**config.mk**
```make
export PLATFORM = sky130hd
export DESIGN_NAME = cdb_arbiter
export DESIGN_NICKNAME = d
export VERILOG_FILES = /design/src/rtl/cdb_arbiter_pkg.sv /design/src/rtl/cdb_src_fifo.sv /design/src/rtl/cdb_arbiter.sv
export SDC_FILE = /design/constraint.sdc
export NUM_CORES = 1
export LEC_CHECK = 0
export ABC_CLOCK_PERIOD_IN_PS = 5900
export BUFFER_PORTS_ARGS = -buffer_cell sky130_fd_sc_hd__buf_2
export CORE_ASPECT_RATIO = 0.9
export CORE_MARGIN = 4
export CORE_UTILIZATION = 57
export CTS_CLUSTER_DIAMETER = 80
export DETAILED_ROUTE_END_ITERATION = 8
export PLACE_DENSITY = 0.77
export SYNTH_ARGS = -nofsm -noshare
export SYNTH_HDL_FRONTEND = slang
export SYNTH_SLANG_ARGS = --single-unit
```
**constraint.sdc**
```tcl
create_clock -name clk -period 5.9 [get_ports clk]
set_input_delay 0.885 -clock clk [delete_from_list [all_inputs] [get_ports clk]]
set_output_delay 0.885 -clock clk [all_outputs]
set_load 0.02 [all_outputs]
```
**src/rtl/cdb_arbiter_pkg.sv**
```systemverilog
// cdb_arbiter_pkg: shared widths, tag constants and source ids for the CDB arbiter
package cdb_arbiter_pkg;
  localparam int DATA_W = 32;
  localparam int ROB_ID_W = 4;
  localparam int ZERO_ROB = 0;
  localparam logic TRUE = 1'b1;
  localparam logic FALSE = 1'b0;
  typedef enum logic {SRC_ALU = 1'b0, SRC_LSB = 1'b1} src_e;
endpackage

```
**src/rtl/cdb_src_fifo.sv**
```systemverilog
// cdb_src_fifo: per-source result buffer with wrapping head/tail pointers and flush
module cdb_src_fifo #(
  parameter int W = 36,
  parameter int DEPTH = 2,
  localparam int PW = DEPTH > 1 ? $clog2(DEPTH) : 1,
  localparam int CW = $clog2(DEPTH + 1)
) (
  input  logic          clk,
  input  logic          rst,
  input  logic          flush,
  input  logic          push,
  input  logic          pop,
  input  logic [W-1:0]  din,
  output logic [W-1:0]  head,
  output logic          empty,
  output logic [CW-1:0] count
);
  logic [W-1:0] mem_q [DEPTH];
  logic [W-1:0] mem_d [DEPTH];
  logic [PW-1:0] rd_q, rd_d, wr_q, wr_d;
  logic [CW-1:0] cnt_q, cnt_d;
  function automatic logic [PW-1:0] inc(input logic [PW-1:0] p);
    return (p == PW'(DEPTH - 1)) ? '0 : p + 1'b1;
  endfunction
  always_comb begin
    mem_d = mem_q;
    rd_d = rd_q;
    wr_d = wr_q;
    cnt_d = cnt_q;
    if (flush) begin
      rd_d = '0;
      wr_d = '0;
      cnt_d = '0;
    end else begin
      if (push) mem_d[wr_q] = din;
      wr_d = push ? inc(wr_q) : wr_q;
      rd_d = pop ? inc(rd_q) : rd_q;
      cnt_d = cnt_q + CW'(push) - CW'(pop);
    end
  end
  always_ff @(posedge clk) begin
    if (rst) begin
      rd_q <= '0;
      wr_q <= '0;
      cnt_q <= '0;
    end else begin
      rd_q <= rd_d;
      wr_q <= wr_d;
      cnt_q <= cnt_d;
    end
    mem_q <= mem_d;
  end
  assign head = mem_q[rd_q];
  assign empty = cnt_q == '0;
  assign count = cnt_q;
endmodule

```
**src/rtl/cdb_arbiter.sv**
```systemverilog
// cdb_arbiter: round-robin merge of ALU and LSB results onto one registered common data bus
module cdb_arbiter import cdb_arbiter_pkg::*; #(
  parameter int DATA_W = cdb_arbiter_pkg::DATA_W,
  parameter int ROB_ID_W = cdb_arbiter_pkg::ROB_ID_W,
  parameter int FIFO_DEPTH = 2
) (
  input  logic                clk,
  input  logic                rst,
  input  logic                rdy,
  input  logic                rollback_flag_from_rob,
  input  logic                valid_from_alu,
  input  logic [ROB_ID_W-1:0] rob_id_from_alu,
  input  logic [DATA_W-1:0]   result_from_alu,
  input  logic                valid_from_lsb,
  input  logic [ROB_ID_W-1:0] rob_id_from_lsb,
  input  logic [DATA_W-1:0]   result_from_lsb,
  output logic                full_to_alu,
  output logic                full_to_lsb,
  output logic                cdb_valid,
  output logic [ROB_ID_W-1:0] cdb_rob_id,
  output logic [DATA_W-1:0]   cdb_result
);
  localparam int EW = ROB_ID_W + DATA_W;
  localparam int CW = $clog2(FIFO_DEPTH + 1);
  logic [EW-1:0] a_head, l_head, a_win, l_win;
  logic a_empty, l_empty, a_push, l_push, a_pop, l_pop;
  logic [CW-1:0] a_cnt, l_cnt;
  logic go, a_ok, l_ok, a_cand, l_cand, gnt_a, gnt_l;
  src_e last_grant_q, last_grant_d;
  logic cdb_valid_q, cdb_valid_d;
  logic [EW-1:0] cdb_q, cdb_d;
  assign full_to_alu = a_cnt == CW'(FIFO_DEPTH);
  assign full_to_lsb = l_cnt == CW'(FIFO_DEPTH);
  always_comb begin
    go = rdy && !rollback_flag_from_rob;
    a_ok = go && valid_from_alu && rob_id_from_alu != ROB_ID_W'(ZERO_ROB);
    l_ok = go && valid_from_lsb && rob_id_from_lsb != ROB_ID_W'(ZERO_ROB);
    a_cand = go && (!a_empty || a_ok);
    l_cand = go && (!l_empty || l_ok);
    gnt_l = l_cand && (!a_cand || last_grant_q == SRC_ALU);
    gnt_a = a_cand && !gnt_l;
    a_pop = gnt_a && !a_empty;
    l_pop = gnt_l && !l_empty;
    // a full buffer still takes a new entry when its own head leaves this cycle
    a_push = a_ok && (!full_to_alu || a_pop) && !(gnt_a && a_empty);
    l_push = l_ok && (!full_to_lsb || l_pop) && !(gnt_l && l_empty);
    a_win = a_empty ? {rob_id_from_alu, result_from_alu} : a_head;
    l_win = l_empty ? {rob_id_from_lsb, result_from_lsb} : l_head;
    last_grant_d = gnt_a ? SRC_ALU : gnt_l ? SRC_LSB : last_grant_q;
    cdb_valid_d = (gnt_a || gnt_l) ? TRUE : FALSE;
    cdb_d = gnt_a ? a_win : gnt_l ? l_win : cdb_q;
  end
  always_ff @(posedge clk) begin
    if (rst) begin
      last_grant_q <= SRC_LSB;
      cdb_valid_q <= FALSE;
      cdb_q <= '0;
    end else begin
      last_grant_q <= last_grant_d;
      cdb_valid_q <= cdb_valid_d;
      cdb_q <= cdb_d;
    end
  end
  assign cdb_valid = cdb_valid_q;
  assign {cdb_rob_id, cdb_result} = cdb_q;
  cdb_src_fifo #(.W(EW), .DEPTH(FIFO_DEPTH)) u_alu_fifo (
    .clk(clk), .rst(rst), .flush(rollback_flag_from_rob), .push(a_push), .pop(a_pop),
    .din({rob_id_from_alu, result_from_alu}), .head(a_head), .empty(a_empty), .count(a_cnt)
  );
  cdb_src_fifo #(.W(EW), .DEPTH(FIFO_DEPTH)) u_lsb_fifo (
    .clk(clk), .rst(rst), .flush(rollback_flag_from_rob), .push(l_push), .pop(l_pop),
    .din({rob_id_from_lsb, result_from_lsb}), .head(l_head), .empty(l_empty), .count(l_cnt)
  );
endmodule

```
==> Yosys cells after proc, flatten, opt, wreduce, memory -nomap -nowiden <==
Index checks and enable logic that the tools add are counted.
{ "word_totals": {"word_cells": 100, "regBits": 190, "output_inout_bits": 39, "input_bits": 78} }
{ "op_classes": {"muxes": 23, "order_cmp": 6, "n_addsub": 8, "n_bitwise": 6, "reduce_logical": 42, "n_eq_ne": 2} }
{ "ops": {"columns": ["cell", "n"], "rows": [
  ["$mux W36", 12],
  ["$bwmux W72", 2],
  ["$demux W36 S1", 2],
  ["$logic_and A1 B1 Y1", 19],
  ["$logic_not A1 Y1", 9],
  ["$ge A2 B2 Y1 const B", 4],
  ["$not A1 Y2", 4],
  ["$reduce_bool A4 Y1", 2],
  ["$mux W1", 7],
  ["$logic_or A1 B1 Y1", 6],
  ["$add A1 B1 Y1 const B", 4],
  ["$add A2 B1 Y2", 2],
  ["$eq A2 B2 Y1 const B", 2],
  ["$logic_not A2 Y1", 2],
  ["$lt A2 B1 Y1 const B", 2],
  ["$reduce_and A2 Y1", 2],
  ["$sub A2 B1 Y2", 2],
  ["$not A1 Y1", 2],
  ["$reduce_bool A2 Y1", 1],
  ["$reduce_or A2 Y1", 1]
]} }

==> Logic depth before layout (Yosys ltp) <==
Gate-level depths: netlist (run 1).
{ "depth": {"ltp_word": 17, "depth_mapped": 10, "ltp_nobuf": 9} }

==> Hierarchy <==
A second synthesis (run 1) with hierarchy kept.
{ "unflattened": {"hier_cells": 534, "hier_area_um2": 8560.7} }
{ "by_module_without_submodules": {"columns": ["mod", "n_inst", "cells_per_inst", "area_per_inst_um2", "seq_area_each_um2"], "rows": [
  ["cdb_src_fifo", 2, 130, 2947.8, 2242.2],
  ["cdb_arbiter", 1, 274, 2665.1, 760.7]
]} }

==> Worst setup path before layout (run 1) <==
OpenSTA, ideal clock, no wires.
{ "synth_path": {"kind": "input to register", "start": "input rob_id_from_lsb[0]", "end": "register u_alu_fifo.mem_q[0] (netlist bit), enable pin", "slack_ns": 0.993, "setup_ns": 0.482, "n_path_buf": 0, "path_stages": 5, "arrival_ns": 4.425, "t_required_ns": 5.418, "cell_sequence": "o41ai_4 -> a21oi_1 -> o21ai_0 -> a21oi_1 -> nor3b_1"} }
{ "synth_between": {"elab_chain_cells": 12, "word_cells_on_any_way": 14, "classes_between": "14 x reduce/logical"} }
{ "synth_rtl": {"columns": ["element", "line_no", "source"], "rows": [
  ["from (decl)", "cdb_arbiter.sv:15", "input logic [ROB_ID_W-1:0] rob_id_from_lsb,"],
  ["$reduce_bool A4 Y1 *", "cdb_arbiter.sv:37", "l_ok = go && valid_from_lsb && rob_id_from_lsb != ROB_ID_W'(ZERO_ROB);"],
  ["$logic_and A1 B1 Y1 *", "cdb_arbiter.sv:37", null],
  ["$logic_or A1 B1 Y1 *", "cdb_arbiter.sv:39", "l_cand = go && (!l_empty || l_ok);"],
  ["$logic_and A1 B1 Y1 *", "cdb_arbiter.sv:39", null],
  ["$logic_and A1 B1 Y1 *", "cdb_arbiter.sv:40", "gnt_l = l_cand && (!a_cand || last_grant_q == SRC_ALU);"],
  ["$logic_not A1 Y1 *", "cdb_arbiter.sv:41", "gnt_a = a_cand && !gnt_l;"],
  ["$logic_and A1 B1 Y1 *", "cdb_arbiter.sv:41", null],
  ["$logic_and A1 B1 Y1", "cdb_arbiter.sv:42", "a_pop = gnt_a && !a_empty;"],
  ["$logic_or A1 B1 Y1", "cdb_arbiter.sv:45", "a_push = a_ok && (!full_to_alu || a_pop) && !(gnt_a && a_empty);"],
  ["$logic_and A1 B1 Y1", "cdb_arbiter.sv:45", null],
  ["$logic_and A1 B1 Y1 *", "cdb_arbiter.sv:45", null],
  ["$reduce_and A2 Y1 (no source line) *", null, null],
  ["to (signal assigned)", "cdb_src_fifo.sv:51", "mem_q <= mem_d;"],
  ["to (decl)", "cdb_src_fifo.sv:18", "logic [W-1:0] mem_q [DEPTH];"]
]} }
Every way passes the cells marked *; elsewhere a longest branch is shown, timed or not.
A chain may end at the register's enable or synchronous reset.

==> Worst setup path after layout (run 1) <==
{ "layout_path": {"start": "input rob_id_from_alu[3]", "end": "register u_lsb_fifo.mem_q[60] (netlist bit), enable pin"} }
{ "layout_between": {"elab_chain_cells": 12, "word_cells_on_any_way": 14, "classes_between": "14 x reduce/logical"} }
{ "layout_rtl": {"columns": ["element", "line_no", "source"], "rows": [
  ["from (decl)", "cdb_arbiter.sv:12", "input logic [ROB_ID_W-1:0] rob_id_from_alu,"],
  ["$reduce_bool A4 Y1", "cdb_arbiter.sv:36", "a_ok = go && valid_from_alu && rob_id_from_alu != ROB_ID_W'(ZERO_ROB);"],
  ["$logic_and A1 B1 Y1", "cdb_arbiter.sv:36", null],
  ["$logic_or A1 B1 Y1", "cdb_arbiter.sv:38", "a_cand = go && (!a_empty || a_ok);"],
  ["$logic_and A1 B1 Y1", "cdb_arbiter.sv:38", null],
  ["$logic_not A1 Y1", "cdb_arbiter.sv:40", null],
  ["$logic_or A1 B1 Y1", "cdb_arbiter.sv:40", null],
  ["$logic_and A1 B1 Y1", "cdb_arbiter.sv:40", null],
  ["$logic_and A1 B1 Y1", "cdb_arbiter.sv:43", "l_pop = gnt_l && !l_empty;"],
  ["net l_pop", "cdb_arbiter.sv:26", "logic a_empty, l_empty, a_push, l_push, a_pop, l_pop;"],
  ["$logic_or A1 B1 Y1", "cdb_arbiter.sv:46", "l_push = l_ok && (!full_to_lsb || l_pop) && !(gnt_l && l_empty);"],
  ["$logic_and A1 B1 Y1 (2 in series)", "cdb_arbiter.sv:46", null],
  ["$reduce_and A2 Y1 (no source line)", null, null],
  ["to (signal assigned)", "cdb_src_fifo.sv:51", null],
  ["to (decl)", "cdb_src_fifo.sv:18", null]
]} }
The timed path passes the listed nets, and every way through them passes these cells.

==> results of run 1 <==
[critical path: stages]
cell	delay, ns
buf_2	0.14
o41a_1	0.79
o21ai_1	0.40
nand3_1	0.20
inv_2	0.19
o21bai_1	0.18
nor2_4	0.90
[flip-flops by register name, summed over array words and instances (netlist names)]
register and cells:
u_lsb_fifo.mem_q 72, last_grant_q 1, u_alu_fifo.wr_q 1, u_alu_fifo.mem_q 72
u_lsb_fifo.wr_q 1, u_lsb_fifo.rd_q 1, u_lsb_fifo.count 2, cdb_q 36
u_alu_fifo.rd_q 1, u_alu_fifo.count 2, cdb_valid 1
[metal layers]
layer / wire, um / up-vias
li1: - / 2716
met3: 1700 / 35
met2: 8950 / 298
met1: 8870 / 2767
met5: 0 / -
met4: 393 / 0
[layout make-up]
type	count	area, um^2	share of cell area
tap	193	241	0.0255
clock buffer	23	478	0.0504
clock inverter	9	156	0.0165
sequential	190	5250	0.554
multi-input combinational	429	2700	0.285
timing repair buffer	123	633	0.0668
inverter	6	22.5	0.00238
[final timing paths]
check	start	to	slack (ns)	depth (start not counted)
hold reg to reg	cdb_q[24]	cdb_q[24]	0.45	2
setup reg to reg	u_alu_fifo.count[0]	u_lsb_fifo.mem_q[60]	2.52	5
setup / recovery	rob_id_from_alu[3]	u_lsb_fifo.mem_q[60]	2.23	7
hold / removal	cdb_q[24]	cdb_q[24]	0.45	2
[kinds of logic (layout without fill, tap and decap cells)]
kind of cell | Yosys count | in the layout | synth area share
buf+inv | 56 | 161 | 0.0302
simple gates | 194 | 194 | 0.104
fa+ha+maj | 2 | 2 | 0.00307
flops | 190 | 190 | 0.643
mux | 74 | 74 | 0.0937
xor+xnor | 3 | 3 | 0.00322
compound gates | 156 | 156 | 0.123
[report_power, final]
part | leakage (nW) | internal, mW | switching, mW
logic | 1.24 | 0.0653 | 0.128
registers | 1.68 | 1.47 | 0.0114
clock network | 0.302 | 0.745 | 0.480
total | 3.23 | 2.28 | 0.620
[layout by cell type, fill, tap and decap left out, types with 3 or more instances in the layout]
cell,instances
edfxtp_1,144
buf_2,116
nand2_1,78
a21oi_1,71
mux2i_1,55
nor2_1,49
dfxtp_1,44
nand3_1,27
o22ai_1,22
mux2_2,19
o211ai_1,18
clkbuf_16,17
o21ai_0,13
nor3_1,9
a311oi_1,9
buf_4,7
or2_2,5
nand2b_1,5
inv_1,5
a222oi_1,5
nor4_1,5
and3_1,4
bufinv_16,4
o21a_1,3
xnor2_1,3
clkbuf_8,3
clkbuf_1,3
==> metrics, run 1 <==
most instantiated library cell after synthesis edfxtp_1; ys async rst share 0; share of layout cells above drive strength 1 0.238; LEAKAGE 3.23 nW; CTS Sinks 190; non-filler cells, final 973; gr usage total 0.246; Seq/Total Area, Yosys 0.643; status finished clean; # resized after CTS 0; antenna violations before repair 0; Syn Inst Count 675; Final Hold Viols 0; CTS tree yes; Layout Skew 0.0134 ns; worst-margin pin slew 1.22 ns; Final Max Tran Viols 0; first-pass GRT wire length 30.7 mm; H-tree levels 4; met2 usage 0.369; worst path arrival time 3.72 ns; clk root buf clkbuf_16; total grt overflow 0; mapped cell area 8160 um^2; total of max-cap violations 0; peak supply drop 0.214 mV; M3 GR Usage 0.0527; FMAX 0.272 GHz; DIE AREA 16,300 um^2; CP required 5.95 ns; syn_nets 755; Detail Route Antenna Nets 0; final wirelength 19.9 mm; RePlAce Congestion 0.881; GRT Max-Usage Layer met2; Num CTS Buffers 17; area grow syn2layout 16.1%; Initial Utilization 0.583; # Post-CTS Setup Buffers 0; power density over the cells 306 nW/um^2; Tightest Hold Check Type register to register; chip width 134 um; Final setup viols 0; Synth Flop Type edfxtp_1; Setup crit end kind register; DP Area 8840 um^2; EDFF count, synth 144; Final min period 3.67 ns; Clk pin slew, worst setup/hold paths 0.07 ns; Inserted Diodes 0; port buffer count 116; site row count 41; vias 5,816; leading area contributor after synthesis edfxtp_1; WHS 0.446 ns; vias per cell 5.98; met1 Usage GRT 0.358; Synth cell types 47; commonest cells in the netlist edfxtp_1 (144), nand2_1 (78), a21oi_1 (71), mux2i_1 (55), nor2_1 (52); hold_buf cts 0; Pre-antenna DRT Iters 6; top post-synthesis cells by area edfxtp_1 (53%), dfxtp_1 (11%), mux2i_1 (6.7%); Crit Path Class input port to register; vias in the first global route 5,691; wire length per cell 20.5 um; pre-CTS setup slack 1.79 ns; Max transition margin 0.190; worst-case clock buffer depth 2; Post-Route Utilization 0.677; TNS Setup 0 ns; Pwr Total 2.90 mW; Initial DRC Count 625; Syn. warnings 0; largest net degree at the start of global routing 64; later-pin clock latency in the skew report 0.43 ns; final-layout fill cell count 1,032; synthesis-stage register bit count 190; period utilization 0.622; core area 14,000 um^2; Syn Area/Cell 12.1 um^2; post-detail-place hpwl 12.8 mm; die height 122 um; placed insts 941; Ports 117; Synth top area share 0.530; Remaining DRCs 0; RSZ-0062 raised after global routing false; final setup margin 2.23 ns; final net count 847; Setup crit start kind input port; Critical Path Fanout Max 36; post-route cell area 9480 um^2
(Power assumes the default switching activity.)
==> run 2, diff against run 1 <==
- ABC_CLOCK_PERIOD_IN_PS: 5900 -> 3800
- clock period: 5.9 -> 3.8 ns (I/O delays scaled with it)
==> run 2 against run 1 <==
Critical path depth down 1; via count up 1.0%; global-route usage down 0.16 points; register-to-register slack worse by 1.7 ns; clock skew down 0.0061 ns; non-clock buffer count up 8; hold slack worse by 0.10 ns; wire length down 1.4%; highest routed layer unchanged; sequential power up 55%.
==> metrics, run 2 (same netlist as run 1, synthesis figures left out) <==
hold_buf cts 0; final wirelength 19.7 mm; commonest non-fill, non-tap cell in the layout edfxtp_1; final-layout fill cell count 978; CP bufs+invs 1; Detail Route Antenna Nets 0; later-pin clock latency in the skew report 0.42 ns; biggest regs u_alu_fifo.mem_q: 72 flops, u_lsb_fifo.mem_q: 72 flops, cdb_q: 36 flops; post-detail-place hpwl 13.0 mm; family with the most delay on the worst path simple AND/OR/NAND/NOR gates; cells along the critical path nor2_1, a21oi_1, o21ai_0, a21oi_1, nor3b_4, buf_4; Setup crit end kind register; Final min period 2.99 ns; final setup margin 0.808 ns; post-route cell area 9520 um^2; worst-case clock buffer depth 2; LEAKAGE 3.24 nW; Initial Utilization 0.583; Ports 117; vias 5,874; Pre-antenna DRT Iters 6; power density over the cells 454 nW/um^2; antenna violations before repair 0; Post-Route Utilization 0.680; worst-margin pin slew 1.27 ns; Layout Skew 0.00722 ns; vias in the first global route 5,780; site row count 41; highest routed metal layer met4; worst reg2reg path startpoint u_lsb_fifo.count[1]; CTS tree yes; largest net degree at the start of global routing 63; CP max stage delay 0.71 ns; WL met3 1.94 mm; crit-path most repeated cell a21oi_1; wire length per cell 20.0 um; chip width 134 um; H-tree levels 4; Setup crit start kind register; most frequent cells in the layout edfxtp_1 (144), buf_2 (116), nand2_1 (78); total grt overflow 0; Max transition margin 0.153; area grow syn2layout 16.7%; final net count 855; Num CTS Buffers 17; FMAX 0.334 GHz; DP Area 8950 um^2; FF/Latch Area 5250 um^2; hold wc startpoint result_from_alu[3]; Remaining DRCs 0; slowest library cell on the worst path nor2_1; Tightest Hold Check Type input port to register; switching share of power 0.225; clk root buf clkbuf_16; Comb pwr share 0.071; total internal power 3.35 mW; pre-CTS setup slack 0.654 ns; Clk pin slew, worst setup/hold paths 0.07 ns; Crit Path Class register to register; WL met1 8.30 mm; period utilization 0.787; first-pass GRT wire length 30.6 mm; Final Hold Viols 0; RePlAce Congestion 0.814; TNS Setup 0 ns; met2 WL 9.21 mm; vias per cell 5.99; die height 122 um; CTS Sinks 190; sequential power share 0.532; DIE AREA 16,300 um^2; total of max-cap violations 0; CP required 3.92 ns; worst setup path startpoint u_lsb_fifo.count[1]; # Post-CTS Setup Buffers 0; peak supply drop 0.591 mV; RSZ-0062 raised after global routing false; status finished clean; port buffer count 116; Switch Pwr 0.970 mW; share of layout cells above drive strength 1 0.250; multi-input logic area 2710 um^2; Initial DRC Count 666; Pwr Total 4.32 mW; gr usage total 0.244; worst path arrival time 3.11 ns; Inserted Diodes 0; clock share of power 0.398; Final Max Tran Viols 0; Final setup viols 0; core area 14,000 um^2; # resized after CTS 0; Critical Path Fanout Max 15
## run 2: cell count changes in the layout (fill, tap and decap cells not counted), moves of 2 or more
cell        delta
clkbuf_8       -3
bufinv_16      -2
clkinvlp_4     +4
clkinv_2       +4
buf_4          +5
buf_12         +3
clkbuf_1       -3
## run 2: area by class of cell
class / count / area share
multi-input cells: 429 / 0.285
well taps: 193 / 0.0254
inverters: 6 / 0.00236
clock buffers: 17 / 0.0447
flip-flops and latches: 190 / 0.551
repair buffers: 131 / 0.0767
clock inverters: 15 / 0.0154
## run 2: final timing paths
| check | endpoint | depth (start not counted) | slack, ns |
|---|---|---|---|
| max | u_alu_fifo.mem_q[29] | 6 | 0.81 |
| min | u_alu_fifo.mem_q[39] | 1 | 0.34 |
| max reg2reg | u_alu_fifo.mem_q[29] | 6 | 0.81 |
| min reg2reg | cdb_q[22] | 2 | 0.45 |
## run 2: per-layer routing
metal | global-route usage | vias to the layer above
li1 | - | 2730
met1 | 0.334 | 2830
met2 | 0.384 | 298
met3 | 0.0771 | 16
met4 | 0.0642 | 0
met5 | 0 | -
## run 2: worst register-to-register path, stage by stage (launching register included)
cell     delay [ns]
dfxtp_1        0.35
nor2_1         0.71
a21oi_1        0.27
o21ai_0        0.23
a21oi_1        0.17
nor3b_4        0.63
buf_4          0.33
## run 2: power groups by stage
stage	clock, mW	combinational (mW)	sequential (mW)
6_report	1.72	0.305	2.30
5_1_grt	1.83	0.332	2.30
4_1_cts	1.74	0.303	2.30
3_5_place_dp	0	0.301	2.34
3_3_place_gp	0	0.291	2.34
2_1_floorplan	0	0.137	2.37
## run 2: metrics by stage
step           cells  hold slack [ns]
2_1_floorplan    675            0.529
4_1_cts          981            0.329
3_5_place_dp     949            0.443
5_1_grt          981            0.321
6_report         981            0.344
3_3_place_gp     949            0.441
==> run 3, diff against run 2 <==
- ABC_CLOCK_PERIOD_IN_PS: 3800 -> 3100
- clock period: 3.8 -> 3.1 ns (I/O delays scaled with it)
==> run 3 against run 2 <==
Combinational power is 26% higher; via count up 0.92%; design area is 1.9% higher; sequential share of layout area is 1.1 points lower; largest cell class unchanged; non-clock buffer count grew 11; clock-buffer cell count grew 4; largest power group unchanged; core utilization up 1.3 points; power up 29%; hold slack worse by 0.10 ns; die area unchanged.
==> metrics, run 3 (same netlist as run 1, synthesis figures left out) <==
CTS Sinks 190; # resized after CTS 0; total grt overflow 0; Clk pin slew, worst setup/hold paths 0.06 ns; vias per cell 5.98; biggest regs u_alu_fifo.mem_q: 72 flops, u_lsb_fifo.mem_q: 72 flops, cdb_q: 36 flops; post-detail-place hpwl 13.5 mm; Crit Path Class register to register; H-tree levels 4; Layout Skew 0.00754 ns; Final min period 2.49 ns; Detail Route Antenna Nets 0; sequential power share 0.507; commonest non-fill, non-tap cell in the layout edfxtp_1; Inserted Diodes 0; most frequent cells in the layout edfxtp_1 (144), buf_2 (116), nand2_1 (78); Final Max Tran Viols 0; vias in the first global route 5,744; Setup crit start kind register; DIE AREA 16,300 um^2; DP Area 9060 um^2; hold depth 1; core area 14,000 um^2; final net count 866; Comb pwr share 0.069; Final setup viols 0; die height 122 um; R2R Path End u_alu_fifo.count[1]; Tightest Hold Check Type input port to register; total of max-cap violations 0; gr usage total 0.249; worst path arrival time 2.79 ns; Switch Pwr 1.17 mW; share of layout cells above drive strength 1 0.259; CTS tree yes; switching share of power 0.211; period utilization 0.803; worst-case clock buffer depth 2; CP required 3.40 ns; post-route cell area 9710 um^2; peak supply drop 0.437 mV; status finished clean; clk root buf clkbuf_16; Ports 117; Critical Path Fanout Max 15; first-pass GRT wire length 31.1 mm; final wirelength 20.0 mm; chip width 134 um; Final Hold Viols 0; Pwr Total 5.56 mW; wire length per cell 20.2 um; WHS 0.242 ns; Num CTS Buffers 17; Setup crit end kind register; # Post-CTS Setup Buffers 0; Initial Utilization 0.583; RSZ-0062 raised after global routing false; worst-margin pin slew 0.712 ns; hold wc startpoint result_from_alu[5]; antenna violations before repair 0; WHS Endpoint u_alu_fifo.mem_q[5]; hold_buf cts 0; area grow syn2layout 19.0%; R2R depth 9; Remaining DRCs 0; worst reg2reg path startpoint u_lsb_fifo.count[1]; largest net degree at the start of global routing 39; power density over the cells 573 nW/um^2; Max transition margin 0.525; FMAX 0.402 GHz; Initial DRC Count 616; RePlAce Congestion 0.889; later-pin clock latency in the skew report 0.43 ns; LEAKAGE 3.36 nW; Pre-antenna DRT Iters 6; vias 5,928; clock share of power 0.424; site row count 41; total internal power 4.39 mW; Post-Route Utilization 0.693; port buffer count 116; flop-to-flop setup slack 0.61 ns
[run 3: changes by cell type in the layout (fill, tap and decap cells not counted)]
cell and change:
buf_4 +9, clkbuf_1 +1, clkbuf_16 +2, clkinvlp_4 -5
buf_12 +2, clkinv_1 -1, inv_6 -2, clkinv_4 +1
clkbuf_8 +1, bufinv_16 +2
[run 3: per-stage QoR]
step / instances / setup TNS (ns) / setup slack, ns
after detailed placement: 960 / 0 / 0.386
final: 991 / 0 / 0.611
after global routing: 991 / 0 / 0.430
after floorplan: 675 / -24.98 / -0.347
after CTS: 991 / 0 / 0.657
after global placement: 960 / 0 / 0.405
[run 3: routing by layer]
metal	vias up	global-route usage	wire, um
met2	303	0.371	8970
met3	42	0.0659	1810
li1	2755	-	-
met1	2828	0.360	8830
met5	-	0	0
met4	0	0.0846	435
[run 3: worst max-delay path by stage]
stage	slack (ns)	cells past startpoint	end	from
after floorplan	-0.35	6	u_lsb_fifo.mem_q[0]	rob_id_from_alu[3]
after global placement	0.40	9	u_alu_fifo.count[1]	rob_id_from_lsb[0]
after detailed placement	0.39	9	u_alu_fifo.count[1]	rob_id_from_lsb[0]
after CTS	0.66	9	u_alu_fifo.count[1]	u_lsb_fifo.count[1]
after global routing	0.43	9	u_alu_fifo.count[1]	u_lsb_fifo.count[1]
final	0.61	9	u_alu_fifo.count[1]	u_lsb_fifo.count[1]
[run 3: worst max-delay path, cell delays in order, from the launching register on]
cell,delay [ns]
dfxtp_1,0.34
nor2_1,0.13
buf_4,0.22
a21oi_1,0.15
nor3_1,0.30
ha_1,0.39
nor3_1,0.32
mux2i_1,0.27
o21ai_0,0.12
nor3b_1,0.15
[run 3: final cells by class]
cell class / count / area [um^2]
Multi-Input combinational cell: 429 / 2710
Clock inverter: 10 / 156
Clock buffer: 21 / 493
Inverter: 6 / 22.5
Tap cell: 193 / 241
Sequential cell: 190 / 5250
Fill cell: 1005 / 4300
Timing Repair Buffer: 142 / 838
[run 3: power by group through the flow]
stage               Combinational (mW)  Sequential, mW  Clock [mW]
finish                           0.383            2.82        2.36
CTS                              0.380            2.82        2.38
floorplan                        0.169            2.90           0
global route                     0.417            2.82        2.48
global placement                 0.364            2.87           0
detailed placement               0.376            2.87           0
